### src/rtl/mixer_round_robin_sequencer.sv
// Round-robin arbiter and FILL -> MIX -> FLUSH sequencer sharing one mixer
// between N_REQ chambers; all valve/pump outputs are registered.
module mixer_round_robin_sequencer #(
    parameter int unsigned N_REQ        = 4,
    parameter int unsigned CNT_W        = 8,
    parameter int unsigned FILL_CYCLES  = 16,
    parameter int unsigned MIX_CYCLES   = 64,
    parameter int unsigned FLUSH_CYCLES = 8
) (
    input  logic             clk,
    input  logic             rst,
    input  logic [N_REQ-1:0] req,
    input  logic             abort,
    output logic [N_REQ-1:0] grant,
    output logic [N_REQ-1:0] inlet_valve,
    output logic             mix_pump,
    output logic             flush_valve,
    output logic             busy,
    output logic             done,
    output logic             aborted
);

    localparam int unsigned PTR_W = (N_REQ > 1) ? $clog2(N_REQ) : 1;

    localparam logic [2:0] S_IDLE  = 3'd0;
    localparam logic [2:0] S_FILL  = 3'd1;
    localparam logic [2:0] S_MIX   = 3'd2;
    localparam logic [2:0] S_FLUSH = 3'd3;
    localparam logic [2:0] S_DONE  = 3'd4;

    localparam logic [CNT_W-1:0] FILL_LOAD  = CNT_W'(FILL_CYCLES - 1);
    localparam logic [CNT_W-1:0] MIX_LOAD   = CNT_W'(MIX_CYCLES - 1);
    localparam logic [CNT_W-1:0] FLUSH_LOAD = CNT_W'(FLUSH_CYCLES - 1);

    logic [2:0]       state, state_nxt;
    logic [CNT_W-1:0] cnt, cnt_nxt;
    logic [PTR_W-1:0] last_ptr, ptr_nxt;
    logic             ab_flag, ab_flag_nxt;
    logic [N_REQ-1:0] grant_nxt;
    logic [PTR_W-1:0] sel;

    logic [N_REQ-1:0] inlet_nxt;
    logic             mix_nxt, flush_nxt, busy_nxt, done_nxt, aborted_nxt;

    // First requester strictly after last, wrapping modulo N_REQ.
    function automatic logic [PTR_W-1:0] rr_pick(input logic [N_REQ-1:0] r,
                                                 input logic [PTR_W-1:0] last);
        logic [PTR_W-1:0] pick;
        logic [PTR_W-1:0] cand;
        logic             hit;
        int unsigned      idx;
        pick = '0;
        hit  = 1'b0;
        for (int unsigned i = 1; i <= N_REQ; i++) begin
            idx  = (32'(last) + i) % N_REQ;
            cand = PTR_W'(idx);
            if (!hit && r[cand]) begin
                hit  = 1'b1;
                pick = cand;
            end
        end
        return pick;
    endfunction

    always_comb begin
        sel = rr_pick(req, last_ptr);
    end

    // Next-state, counter, pointer and grant logic.
    always_comb begin
        state_nxt   = state;
        cnt_nxt     = cnt;
        ptr_nxt     = last_ptr;
        ab_flag_nxt = ab_flag;
        grant_nxt   = grant;
        case (state)
            S_IDLE: begin
                if (|req) begin
                    ptr_nxt   = sel;
                    grant_nxt = N_REQ'(1) << sel;
                    cnt_nxt   = FILL_LOAD;
                    state_nxt = S_FILL;
                end
            end
            S_FILL: begin
                if (abort) begin
                    state_nxt   = S_FLUSH;
                    cnt_nxt     = FLUSH_LOAD;
                    ab_flag_nxt = 1'b1;
                end else if (cnt == '0) begin
                    state_nxt = S_MIX;
                    cnt_nxt   = MIX_LOAD;
                end else begin
                    cnt_nxt = cnt - CNT_W'(1);
                end
            end
            S_MIX: begin
                if (abort) begin
                    state_nxt   = S_FLUSH;
                    cnt_nxt     = FLUSH_LOAD;
                    ab_flag_nxt = 1'b1;
                end else if (cnt == '0) begin
                    state_nxt = S_FLUSH;
                    cnt_nxt   = FLUSH_LOAD;
                end else begin
                    cnt_nxt = cnt - CNT_W'(1);
                end
            end
            S_FLUSH: begin
                if (cnt == '0) begin
                    state_nxt = S_DONE;
                end else begin
                    cnt_nxt = cnt - CNT_W'(1);
                end
            end
            S_DONE: begin
                state_nxt   = S_IDLE;
                grant_nxt   = '0;
                ab_flag_nxt = 1'b0;
            end
            default: begin
                state_nxt   = S_IDLE;
                cnt_nxt     = '0;
                grant_nxt   = '0;
                ab_flag_nxt = 1'b0;
            end
        endcase
    end

    // Output decode from the upcoming state so outputs change on the same edge as state.
    always_comb begin
        inlet_nxt   = (state_nxt == S_FILL) ? grant_nxt : '0;
        mix_nxt     = (state_nxt == S_MIX);
        flush_nxt   = (state_nxt == S_FLUSH);
        busy_nxt    = (state_nxt != S_IDLE);
        done_nxt    = (state_nxt == S_DONE);
        aborted_nxt = (state_nxt == S_DONE) && ab_flag_nxt;
    end

    always_ff @(posedge clk or posedge rst) begin
        if (rst) begin
            state    <= S_IDLE;
            cnt      <= '0;
            last_ptr <= PTR_W'(N_REQ - 1);
            ab_flag  <= 1'b0;
        end else begin
            state    <= state_nxt;
            cnt      <= cnt_nxt;
            last_ptr <= ptr_nxt;
            ab_flag  <= ab_flag_nxt;
        end
    end

    always_ff @(posedge clk or posedge rst) begin
        if (rst) begin
            grant       <= '0;
            inlet_valve <= '0;
            mix_pump    <= 1'b0;
            flush_valve <= 1'b0;
            busy        <= 1'b0;
            done        <= 1'b0;
            aborted     <= 1'b0;
        end else begin
            grant       <= grant_nxt;
            inlet_valve <= inlet_nxt;
            mix_pump    <= mix_nxt;
            flush_valve <= flush_nxt;
            busy        <= busy_nxt;
            done        <= done_nxt;
            aborted     <= aborted_nxt;
        end
    end

endmodule
### config.mk
export PLATFORM = sky130hd
export DESIGN_NAME = mixer_round_robin_sequencer
export DESIGN_NICKNAME = d
export VERILOG_FILES = /design/src/rtl/mixer_round_robin_sequencer.sv
export SDC_FILE = /design/constraint.sdc
export NUM_CORES = 1
export LEC_CHECK = 0
export ABC_AREA = 0
export CAP_MARGIN = 5
export CORE_UTILIZATION = 35
export DETAILED_ROUTE_END_ITERATION = 6
export GPL_ROUTABILITY_DRIVEN = 0
export HOLD_SLACK_MARGIN = 0.08
export PLACE_DENSITY = 0.59
export SLEW_MARGIN = 10
export SYNTH_ARGS = -nofsm -noshare
export SYNTH_HDL_FRONTEND = slang
export SYNTH_SLANG_ARGS = --single-unit
### constraint.sdc
create_clock -name clk -period 6 [get_ports clk]
set_input_delay 1.5 -clock clk [delete_from_list [all_inputs] [get_ports clk]]
set_output_delay 1.5 -clock clk [all_outputs]
set_load 0.02 [all_outputs]
# Word-level counts from Yosys, hierarchy flattened
# Cells that the tools add are included.
[op_classes]
n_addsub = 5
order_cmp = 4
n_eq_ne = 10
shifts = 1
muxes = 34
n_bitwise = 1
n_reduce_logical = 16
[ops]
columns = ["op", "n"]
rows = [
  ["8-bit 2-to-1 mux", 6],
  ["8-bit one-hot mux with 5 select lines", 1],
  ["3-bit 2-to-1 mux", 6],
  ["3-bit by 2-bit == test with 1-bit output (second input constant)", 4],
  ["2-bit by 3-bit < comparator with 1-bit output (second input constant)", 4],
  ["3-bit one-hot mux with 4 select lines", 1],
  ["1-bit binary-select mux with 2-bit select", 4],
  ["8-bit zero test", 1],
  ["1-bit 2-to-1 mux", 8],
  ["2-bit 2-to-1 mux", 4],
  ["4-bit 2-to-1 mux", 2],
  ["4-bit one-hot mux with 2 select lines", 1],
  ["8-bit by 1-bit subtractor with 8-bit output (second input constant)", 1],
  ["3-bit by 1-bit == test with 1-bit output (second input constant)", 2],
  ["3-bit == test (second input constant)", 2],
  ["2-bit by 1-bit adder with 2-bit output (second input constant)", 2],
  ["2-bit adder (second input constant)", 2],
  ["1-bit logical AND", 4],
  ["2-bit inequality test (second input constant)", 2],
  ["2-bit OR reduction", 2],
  ["4-bit OR reduction", 1],
  ["1-bit by 2-bit << shifter with 4-bit output (first input constant)", 1],
  ["1-bit zero test", 3],
  ["3-bit zero test", 1],
  ["other kinds (6)", 6],
]
[word_totals]
reg_bits = 27
output_inout_bits = 13
elab_cells = 82

# Logic depth before layout (Yosys ltp)
[logic_depth]
word_depth = 17
ltp_mapped = 8

# Worst setup path after synthesis
# OpenSTA, ideal clock, no wires.
[synth_timing]
path_type = "input port to flip-flop"
startpoint = "in req[1]"
endpoint = "reg inlet_valve[1]"
setup_ns = 0.129
arrival_ns = 2.744
required_time_ns = 5.871
path_slack_ns = 3.126
cell_stages = 6
n_path_buf = 1
path_cell_list = "nor4_1 > nand2b_1 > clkbuf_1 > nor2_1 > a32o_1 > nor2b_1"
[synth_via]
elab_chain_cells = 16
word_cells_on_any_way = 29
classes_between = "eq/ne (1); shift (1); mux (20); reduce/logical (7)"
[synth_lines]
columns = ["item", "line", "rtl"]
rows = [
  ["from (decl)", "12", "input logic [N_REQ-1:0] req,"],
  ["1-bit binary-select mux with 2-bit select", "57", "if (!hit && r[cand]) begin"],
  ["1-bit 2-to-1 mux (implied by the code)", "57", ""],
  ["1-bit 2-to-1 mux", "57", ""],
  ["1-bit zero test", "57", ""],
  ["1-bit logical AND", "57", ""],
  ["1-bit 2-to-1 mux", "57", ""],
  ["1-bit zero test", "57", ""],
  ["1-bit logical AND", "57", ""],
  ["[... 2 more ...]", "--", ""],
  ["1-bit logical AND", "57", ""],
  ["2-bit 2-to-1 mux", "57", ""],
  ["1-bit by 2-bit << shifter with 4-bit output", "80", "grant_nxt = N_REQ'(1) << sel;"],
  ["4-bit 2-to-1 mux *", "78", "if (|req) begin"],
  ["4-bit one-hot mux with 2 select lines *", "76", "case (state)"],
  ["via grant_nxt[1]", "39", "logic [N_REQ-1:0] grant_nxt;"],
  ["4-bit 2-to-1 mux *", "132", "inlet_nxt = (state_nxt == S_FILL) ? grant_nxt : '0;"],
  ["via inlet_nxt[1]", "42", "logic [N_REQ-1:0] inlet_nxt;"],
  ["to (signal assigned)", "165", "inlet_valve <= inlet_nxt;"],
  ["to (decl)", "15", "output logic [N_REQ-1:0] inlet_valve,"],
]
# Mark *: on every way through the listed nets, which the timed path passes. The rest lies on a longest branch. The select of a mux whose other input is x is not followed.
# A chain may end at the register's enable or synchronous reset.

# Worst setup path after layout
[layout_timing]
startpoint = "in req[1]"
endpoint = "reg inlet_valve[0]"
[layout_via]
elab_chain_cells = 16
word_cells_on_any_way = 29
classes_between = "eq/ne (1); shift (1); mux (20); reduce/logical (7)"
[layout_lines]
columns = ["item", "line"]
rows = [
  ["1-bit binary-select mux with 2-bit select", "57"],
  ["1-bit 2-to-1 mux (implied by the code)", "57"],
  ["1-bit 2-to-1 mux", "57"],
  ["1-bit zero test", "57"],
  ["1-bit logical AND", "57"],
  ["1-bit 2-to-1 mux", "57"],
  ["1-bit zero test", "57"],
  ["1-bit logical AND", "57"],
  ["1-bit 2-to-1 mux", "57"],
  ["1-bit zero test", "57"],
  ["1-bit logical AND", "57"],
  ["2-bit 2-to-1 mux", "57"],
  ["1-bit by 2-bit << shifter with 4-bit output", "80"],
  ["4-bit 2-to-1 mux", "78"],
  ["4-bit one-hot mux with 2 select lines", "76"],
  ["4-bit 2-to-1 mux *", "132"],
  ["via inlet_nxt[0]", "42"],
]
# Marks and branches as above.

==> out/metrics.cfg <==
[outcome]
status = complete, no violations

[detailed_routing]
routed_wl_um = 3130
drt_first_pass_iters = 5
drtAntennaViolNets = 0
vias_per_cell = 5.69
detail_route.iter0.violations = 149
wl_per_cell_um = 15.0
remaining_drc_errors = 0
vias = 1189

[floorplan]
start_util = 0.377
coreArea_um2 = 3770
die_w_um = 65.7
fp-row-count = 22
die_h_um = 65.7
die_area_um2 = 4320
ios = 20

[global_routing]
grt-ovfl-total = 0
grt_max_degree = 28
grt_util_all_layers = 0.160
grt_pass1_vias = 1117
grt_pass1_wl_um = 5220
antenna_found_initial = 0

[yosys]
synthCells = 146
synth.area.top_cells = dfrtp_1 44%, a21oi_1 4.6%, dfstp_2 3.7%
netlist_area_um2 = 1420
ys_ff_latch = 27
synth_top_area_cell = dfrtp_1
synth-edff-count = 0
yosysSeqAreaShare = 0.477
synth-async-reset-ratio = 1.00
postSynthAreaPerCell_um2 = 9.74
ys.flop_type = dfrtp_1
synth_cell_types = 44
synth_top_area_share = 0.440
synth_nets = 154
ys_warn_count = 0

[min_path]
hold_start = cnt[1]
holdPathEnd = cnt[1]
min_path_cells = 1
worstHoldPathType = flop to flop

[cts]
clockBufferDepth = 2
cts.sinks = 27
cts_resized = 0
clock_latency_ps = 270
cts_setup_buffers = 0
tritoncts = built
root_buffer = clkbuf_8
cts_buffers = 3
ctsHoldBuffers = 0
htree_levels = 1
clk_pin_slew_ps = 90

[critical_path]
critPathCaptureType = flop
worstPathArrival_ps = 3400
critPathLaunchType = input pin
worstPathMaxFanout = 9
criticalPathCategory = input pin to flop
ff2ff_setup_slack_ps = 3340
required_ps = 6120
r2r_end = flush_valve
r2r.worst_path.cells = 7
r2r-start = cnt[0]

[timing]
fin_crit_ps = 3280
whs_ps = 512
drv_slew = 0
hold_violations = 0
finalClockSkew_ps = 3.21
fin_tns_setup_ps = 0
rsz0062_at_grt = no
relSlewSlack = 0.302
worst_pin_slew_ps = 1050
fin_crit_sh = 0.547
fmax_ghz = 0.305
finalSetupViolCount = 0

[finish]
fin_util = 0.445
area_growth_pct = 18.1
nets = 170
final_area_um2 = 1680
final_common_cell = dfrtp_1
final_cell_mix = 25 x dfrtp_1, 19 x clkdlybuf4s50_1, 13 x a21oi_1, 11 x nor2_1, 9 x nand2_1
drive_above_1_share = 0.118
insertedDiodeCount = 0

[power_and_ir_drop]
p_clk_frac = 0.138
power_density_nw_per_um2 = 447
comb_power_share = 0.431
p_sw_mw = 0.306
worst_ir_drop_vdd_uv = 228
p_leak_nw = 0.699
finalPower_mw = 0.751
switching_share = 0.407
p_int_mw = 0.446
pwr-share-seq = 0.431

[placement]
dpl_cell_area_um2 = 1630
hpwl_um = 2210
portBuffers = 19

[run]
cap_violations = 0

[synthesized netlist by cell type (3+ instances only)]
cell and number:
a21o_1 4, nand2b_1 4, o21ai_0 6, nor2b_1 4, a31oi_1 3, inv_1 7
dfrtp_1 25, nor4_1 5, o22ai_1 3, a21oi_1 13, nor3_1 8, nand2_1 9
clkbuf_1 6, nor2_1 11
[kinds of logic after synthesis]
group,count (synthesis),share of synthesized area
simple gates,52,0.199
fa+ha+maj,1,0.00880
compound gates,47,0.241
mux,2,0.0158
buf+inv,15,0.0458
flops,27,0.477
xor+xnor,2,0.0123
[state kept, by name, indices dropped and copies added (netlist names)]
register	cells
mix_pump	1
last_ptr	2
aborted	1
flush_valve	1
grant	4
busy	1
ab_flag	1
done	1
inlet_valve	4
cnt	8
state	3
[through the flow]
stage                     cells  setup slack, ps
after floorplan             146             3130
after global placement      205             2540
after detailed placement    205             2470
after CTS                   209             2740
after global routing        209             2560
final                       209             2720
[worst max-delay path by stage]
stage,startpoint,slack (ps),to,cells after the start
after floorplan,req[1],3130,inlet_valve[1],6
after global placement,req[1],2540,inlet_valve[0],6
after detailed placement,req[1],2470,inlet_valve[0],6
after CTS,req[1],2740,inlet_valve[0],6
after global routing,req[1],2560,inlet_valve[0],6
final,req[1],2720,inlet_valve[0],6
[per-layer routing]
layer	track usage	vias up	part of all wire
met5	0	-	0
met4	0.0435	0	0.011
met3	0.0434	4	0.047
met2	0.236	31	0.46
met1	0.228	586	0.48
li1	-	568	-
[layout make-up]
cell class                      instances  area, um2
Tap cell                               48       60.1
Clock buffer                            3       41.3
Multi-Input combinational cell        104        678
Inverter                                7       26.3
Clock inverter                          1       5.00
Fill cell                             333       2090
Timing Repair Buffer                   19        190
Sequential cell                        27        678
[critical path, stage by stage]
cell and delay (ps):
clkdlybuf4s50_1 480, nor4_1 420, nand2b_1 360, nor2_1 190
a21oi_1 350, a211oi_1 110
[power by group through the flow]
stage          Combinational [mW]  Clock, mW  Sequential [mW]
2_1_floorplan               0.245          0            0.311
3_3_place_gp                0.319          0            0.323
5_1_grt                     0.359      0.114            0.335
4_1_cts                     0.324      0.108            0.323
3_5_place_dp                0.322          0            0.326
6_report                    0.324      0.104            0.324
Power figures use the tool's default switching activity.
